File: src/rtl/uart_pkg.sv
// uart_pkg: shared receiver/transmitter state encoding and bit-timing derivation.
package uart_pkg;
    typedef enum logic [2:0] {IDLE, START, DATA, STOP, WAIT_HIGH} state_t;

    function automatic int cycle_of(input int clk_freq, input int baud);
        return clk_freq / baud;
    endfunction

    function automatic int half_of(input int clk_freq, input int baud);
        return (clk_freq / baud) / 2;
    endfunction
endpackage

File: src/rtl/uart_rx_sync.sv
// uart_rx_sync: two-flop synchronizer for the serial line plus falling-edge detect.
module uart_rx_sync (
    input  logic clk,
    input  logic rst_n,
    input  logic rx_pin,
    output logic rx_s,
    output logic fall
);
    logic s1, prev;

    always_ff @(posedge clk or negedge rst_n) begin
        if (!rst_n) {s1, rx_s, prev} <= 3'b111;
        else        {s1, rx_s, prev} <= {rx_pin, s1, rx_s};
    end

    assign fall = prev & ~rx_s;
endmodule

File: src/rtl/uart_rx.sv
// uart_rx: 8N1 LSB-first receiver; samples start at mid-bit then every full bit period.
module uart_rx
    import uart_pkg::*;
#(
    parameter int CLK_FREQ  = 27_000_000,
    parameter int BOUD_RATE = 9600
) (
    input  logic       clk,
    input  logic       rst_n,
    input  logic       rx_pin,
    output logic [7:0] data,
    output logic       valid,
    output logic       frame_err,
    output logic       busy
);
    localparam int CYCLE = cycle_of(CLK_FREQ, BOUD_RATE);
    localparam int HALF  = half_of(CLK_FREQ, BOUD_RATE);
    localparam int CW    = $clog2(CYCLE);

    state_t          state, state_n;
    logic [CW-1:0]   count, count_n;
    logic [2:0]      idx, idx_n;
    logic [7:0]      shift, shift_n, data_n;
    logic            valid_n, ferr_n, rx_s, fall, tick_half, tick_full;

    uart_rx_sync u_sync (
        .clk    (clk),
        .rst_n  (rst_n),
        .rx_pin (rx_pin),
        .rx_s   (rx_s),
        .fall   (fall)
    );

    assign tick_half = count == CW'(HALF - 1);
    assign tick_full = count == CW'(CYCLE - 1);
    assign busy      = state != IDLE;

    always_ff @(posedge clk or negedge rst_n) begin
        if (!rst_n) begin
            state     <= IDLE;
            count     <= '0;
            idx       <= '0;
            shift     <= '0;
            data      <= '0;
            valid     <= 1'b0;
            frame_err <= 1'b0;
        end else begin
            state     <= state_n;
            count     <= count_n;
            idx       <= idx_n;
            shift     <= shift_n;
            data      <= data_n;
            valid     <= valid_n;
            frame_err <= ferr_n;
        end
    end

    always_comb begin
        state_n = state;
        count_n = count + CW'(1);
        idx_n   = idx;
        shift_n = shift;
        data_n  = data;
        valid_n = 1'b0;
        ferr_n  = 1'b0;
        unique case (state)
            IDLE: begin
                count_n = '0;
                if (fall) state_n = START;
            end
            START: if (tick_half) begin
                // a high line at mid-start was only a glitch
                state_n = rx_s ? IDLE : DATA;
                idx_n   = '0;
                count_n = '0;
            end
            DATA: if (tick_full) begin
                shift_n = {rx_s, shift[7:1]};
                idx_n   = idx + 3'd1;
                count_n = '0;
                if (idx == 3'd7) state_n = STOP;
            end
            STOP: if (tick_full) begin
                count_n = '0;
                if (rx_s) begin
                    data_n  = shift;
                    valid_n = 1'b1;
                    state_n = IDLE;
                end else begin
                    ferr_n  = 1'b1;
                    state_n = WAIT_HIGH;
                end
            end
            WAIT_HIGH: begin
                count_n = '0;
                if (rx_s) state_n = IDLE;
            end
            default: state_n = IDLE;
        endcase
    end
endmodule
File: config.mk
export PLATFORM = sky130hd
export DESIGN_NAME = uart_rx
export DESIGN_NICKNAME = d
export VERILOG_FILES = /design/src/rtl/uart_pkg.sv /design/src/rtl/uart_rx_sync.sv /design/src/rtl/uart_rx.sv
export SDC_FILE = /design/constraint.sdc
export NUM_CORES = 1
export LEC_CHECK = 0
export BUFFER_PORTS_ARGS = -buffer_cell sky130_fd_sc_hd__buf_4
export CAP_MARGIN = 25
export CORE_AREA = 10 10 83 56
export DETAILED_ROUTE_END_ITERATION = 12
export DIE_AREA = 0 0 93 66
export GPL_ROUTABILITY_DRIVEN = 0
export PLACE_DENSITY = 0.76
export RECOVER_POWER = 50
export SETUP_SLACK_MARGIN = 0.2
export SYNTH_ARGS = -nofsm -noshare
export SYNTH_HDL_FRONTEND = slang
export SYNTH_HIERARCHICAL = 1
export SYNTH_SLANG_ARGS = --single-unit
File: constraint.sdc
create_clock -name clk -period 1.99 [get_ports clk]
set_clock_uncertainty 0.2 [all_clocks]
set_input_delay 0.0995 -clock clk [delete_from_list [all_inputs] [get_ports clk]]
set_output_delay 0.0995 -clock clk [all_outputs]
set_load 0.05 [all_outputs]
# Word-level counts from Yosys, hierarchy flattened
# Index checks and enable logic that the tools add are counted.
[totals]
ff_bits = 39
elab_cells = 57
inputBits = 3
[op_classes]
n_eq_ne = 13
mux = 21
add_sub_neg = 2
n_reduce_logical = 9
bitwise = 2
[op_table]
columns = ["operator", "n"]
rows = [
  ["12-bit one-hot mux with 3 select lines", 1],
  ["3-bit 2-to-1 mux", 9],
  ["12-bit 2-to-1 mux", 2],
  ["3-bit one-hot mux with 5 select lines", 1],
  ["12-bit by 1-bit adder with 12-bit output, second input constant", 1],
  ["12-bit by 11-bit == test with 1-bit output, second input constant", 1],
  ["12-bit == test, second input constant", 1],
  ["2-bit != test, second input constant", 5],
  ["3-bit by 2-bit == test with 1-bit output, second input constant", 2],
  ["3-bit == test, second input constant", 2],
  ["1-bit 2-to-1 mux", 6],
  ["3-bit one-hot mux with 2 select lines", 1],
  ["3-bit AND reduction", 2],
  ["6-bit AND reduction", 1],
  ["2-bit OR reduction", 2],
  ["3-bit by 1-bit adder with 3-bit output, second input constant", 1],
  ["3-bit by 1-bit == test with 1-bit output, second input constant", 1],
  ["3-bit logical NOT", 1],
  ["3-bit nonzero test", 1],
  ["2-bit 2-to-1 mux", 1],
  ["2-bit by 1-bit != test with 1-bit output, second input constant", 1],
  ["2-bit AND reduction", 1],
  ["2-bit nonzero test", 1],
  ["1-bit AND", 1],
  ["1-bit NOT", 1],
]

# Logic depth before layout (Yosys ltp)
[logic_depth]
depth_word = 4
ltp_mapped = 7

# Hierarchy
# The synthesis kept the hierarchy.
[modules_own_cells]
columns = ["mod", "cells_per_inst", "n_inst", "area_per_inst_um2", "seq_area_each_um2"]
rows = [
  ["uart_rx", 143, 1, 1691.6, 900.9],
  ["uart_rx_sync", 4, 1, 92.6, 78.8],
]

# Least setup slack after synthesis
# Ideal clock, no wire load.
[synth_timing]
path_kind = "reg-to-reg"
startpoint = "reg count[0]"
endpoint = "reg data[0]"
path_buffers = 0
required_time_ns = 1.665
setup_time_ns = 0.125
synth_period_minus_slack_ns = 1.838
arrival_time_ns = 1.513
setup_slack_ns = 0.152
path_stages_with_launch = 6
path_cell_list = "dfrtp_1 ha_1 and3b_1 nand3_1 nor2_4 mux2_2"
[synth_between]
elab_chain_cells = 2
[synth_lines]
columns = ["item", "line", "source"]
rows = [
  ["start: declaration", "uart_rx.sv:21", "logic [CW-1:0] count, count_n;"],
  ["start signal: assignment", "uart_rx.sv:49", "count <= count_n;"],
  ["12-bit == test", "uart_rx.sv:35", "assign tick_full = count == CW'(CYCLE - 1);"],
  ["3-bit AND reduction (no source line)", "-", ""],
  ["end signal: assignment", "uart_rx.sv:52", "data <= data_n;"],
  ["end: declaration", "uart_rx.sv:11", "output logic [7:0] data,"],
]
# No other way between the ends.
# A chain may end at the register's enable or synchronous reset.

# Worst setup path after layout
[layout_timing]
startpoint = "reg count[10]"
endpoint = "reg data[1]"
# The elaborated chain is that of the path after synthesis.

==> impl_metrics.json <==
{
  "cts_sinks": 39,
  "cts_tree": "done",
  "synth_async_sr_flop_share_pct": 100,
  "antenna_found_initial": 0,
  "yosysWarnings": 6,
  "io_buffers": 13,
  "synthFlopType": "dfrtp_1",
  "yosysUniqueCellTypes": 38,
  "synth_edf_count": 0,
  "insertion_delay_ns": 0.30,
  "netlist_area_sq_um": 1780,
  "place_area_sq_um": 1960,
  "hold_path_class": "flip-flop to flip-flop",
  "slew_viol_final": 0,
  "vias": 1250,
  "die_y_microns": 66,
  "cts_root_buffer": "clkbuf_8",
  "rows": 16,
  "avgSynthCellArea_sq_um": 12.1,
  "cp-end-kind": "flip-flop",
  "final_cells": 226,
  "critPathKind": "flip-flop to flip-flop",
  "routed_wl_mm": 3.88,
  "fin_tns_setup_ns": 0,
  "routed_via_density": 5.53,
  "startpoint": "count[10]",
  "critical_path_required_ns": 1.97,
  "drt-wirelength-per-cell_microns": 17.2,
  "grt_pass1_vias": 1303,
  "die-width_microns": 93,
  "setup_violations": 0,
  "antenna_cells": 0,
  "drc": 0,
  "hold_viol_final": 0,
  "clock_path_buffers": 2,
  "synth-seq-cells": 39,
  "worstPathArrival_ns": 1.87,
  "dpl.hpwl_mm": 2.39,
  "dp_cells": 208,
  "hp-start": "u_sync/s1",
  "layout_min_cycle_time_ns": 1.88,
  "dr.first_iter.drc_count": 71,
  "startpoint_type": "flip-flop",
  "start_util_pct": 56.4,
  "ant_nets": 0,
  "layout.nets": 187,
  "rsz0062_at_grt": "true",
  "design.core.area_sq_um": 3160,
  "fmax_ghz": 0.531,
  "h-tree-depth": 2,
  "cts.clk_slew.worst_paths_ns": 0.07,
  "cap_violations": 0,
  "dr.pass1.iters": 6,
  "crit_fanout": 8,
  "drive_above_1_share_pct": 38.1,
  "syn_inst": 147,
  "synth_seq_area_share_pct": 54.9,
  "worst_pin_slew_ns": 0.941,
  "irDropWorstVdd_mv": 0.522,
  "numCtsBuffers": 5,
  "grt_pass1_wl_mm": 6.25,
  "powerDensity_nw_per_um2": 934,
  "post-route-period-util_pct": 94.7,
  "rrSetupSlack_ns": 0.11,
  "final_area_sq_um": 2270,
  "synthToLayoutAreaGrowth_pct": 27.5,
  "boundaryPins": 14,
  "power_mw": 2.13,
  "syn_nets": 154,
  "dieArea_sq_um": 6140,
  "grt_max_degree": 40,
  "status": "completed",
  "grt.overflow.total": 0,
  "slew_headroom_pct": 37.3,
  "leakagePower_nw": 1.07,
  "timing.rr.start": "count[10]",
  "track_usage_pct": 12.9
}
-- state kept, by name, summed over array words and instances, names as in the netlist --
name / cells
frame_err: 1
u_sync/prev: 1
count: 12
state: 3
u_sync/rx_s: 1
valid: 1
idx: 3
data: 8
u_sync/s1: 1
shift: 8
-- Yosys cell counts (all sizes together), types with 2 or more instances --
cell type / instances / share of area (%)
mux2: 16 / 10
o2bb2ai: 2 / 0.98
nor3: 2 / 0.56
nor2b: 2 / 1.1
nand4: 3 / 1.4
xnor2: 6 / 2.9
and4bb: 2 / 1.4
xor2: 4 / 2.0
dfrtp: 36 / 50
and4: 2 / 0.98
buf: 2 / 1.3
a21oi: 2 / 0.56
nand2: 9 / 1.9
inv: 7 / 1.5
mux2i: 2 / 1.1
nand3: 7 / 2.2
dfstp: 3 / 4.4
and3: 2 / 0.70
nor2: 20 / 4.6
ha: 4 / 2.8
-- critical path: stages (launching register included) --
cell and delay [ns]:
dfrtp_1 0.42, and4bb_2 0.44, nand3_2 0.13, nor2_4 0.12, buf_12 0.15, mux2_4 0.30
-- kinds of logic after synthesis --
logic type                 Yosys count  synth area share, %
AOI/OAI and AO/OA                   12                 5.82
xor gates and xnor gates            10                 4.91
adders and majority gates            4                 2.81
buffers and inverters                9                 2.74
DFF                                 39                 54.9
muxes                               18                 11.2
and+or+nand+nor                     55                 17.6
-- metal layers --
layer / track usage [%] / up-vias / part of all wire (%)
met1: 14.8 / 638 / 45
met3: 5.33 / 6 / 5.8
met4: 5.75 / 0 / 1.2
met5: 0 / - / 0
li1: - / 581 / -
met2: 20.8 / 25 / 48
-- timing repair --
item	in CTS	in global routing
endpoints found under the hold margin	40	0
gates resized for setup	15	23
gates cloned	0	2
pin swaps	6	5
setup endpoints to repair	33	33
hold buffers	2	0
buffers inserted	4	2
-- area by class of cell --
type                    instances  area (sq um)
clock inverters                 2          12.5
flip-flops and latches         39           980
multi-input cells              99           891
well taps                      45          56.3
fillers                       230           888
inverters                       7          26.3
repair buffers                 28           236
clock buffers                   6          72.6
-- cells in the final DEF, fill, tap and decap left out, types with 3 or more instances in the layout --
cell type / n
buf_4: 16
buf_6: 5
clkbuf_1: 3
clkbuf_8: 5
dfrtp_1: 36
dfstp_2: 3
ha_1: 3
inv_1: 7
mux2_4: 14
nand2_1: 9
nand3_1: 5
nor2_1: 19
xnor2_1: 6
xor2_1: 4
-- where the power goes --
part	internal (mW)	switching, mW
clock network	0.245	0.280
registers	0.840	0.0510
logic	0.316	0.394
total	1.40	0.725
-- metrics by stage --
stage	worst slack (ns)	util (%)	hold WS, ns
after floorplan	0.200	-	-0.396
after global placement	0.116	61.9	-0.115
after detailed placement	0.0533	61.9	-0.104
after CTS	0.136	68.4	0.119
after global routing	0.00856	71.9	0.169
final	0.106	71.9	0.160
-- worst paths after layout --
kind / to / cells past startpoint
min: u_sync/rx_s / 0
min reg2reg: u_sync/rx_s / 0
max: data[1] / 5
max reg2reg: data[1] / 5
min in group asynchronous: count[3] / 2
max in group asynchronous: state[1] / 2
Note: power is estimated with default switching activity, not from simulation.
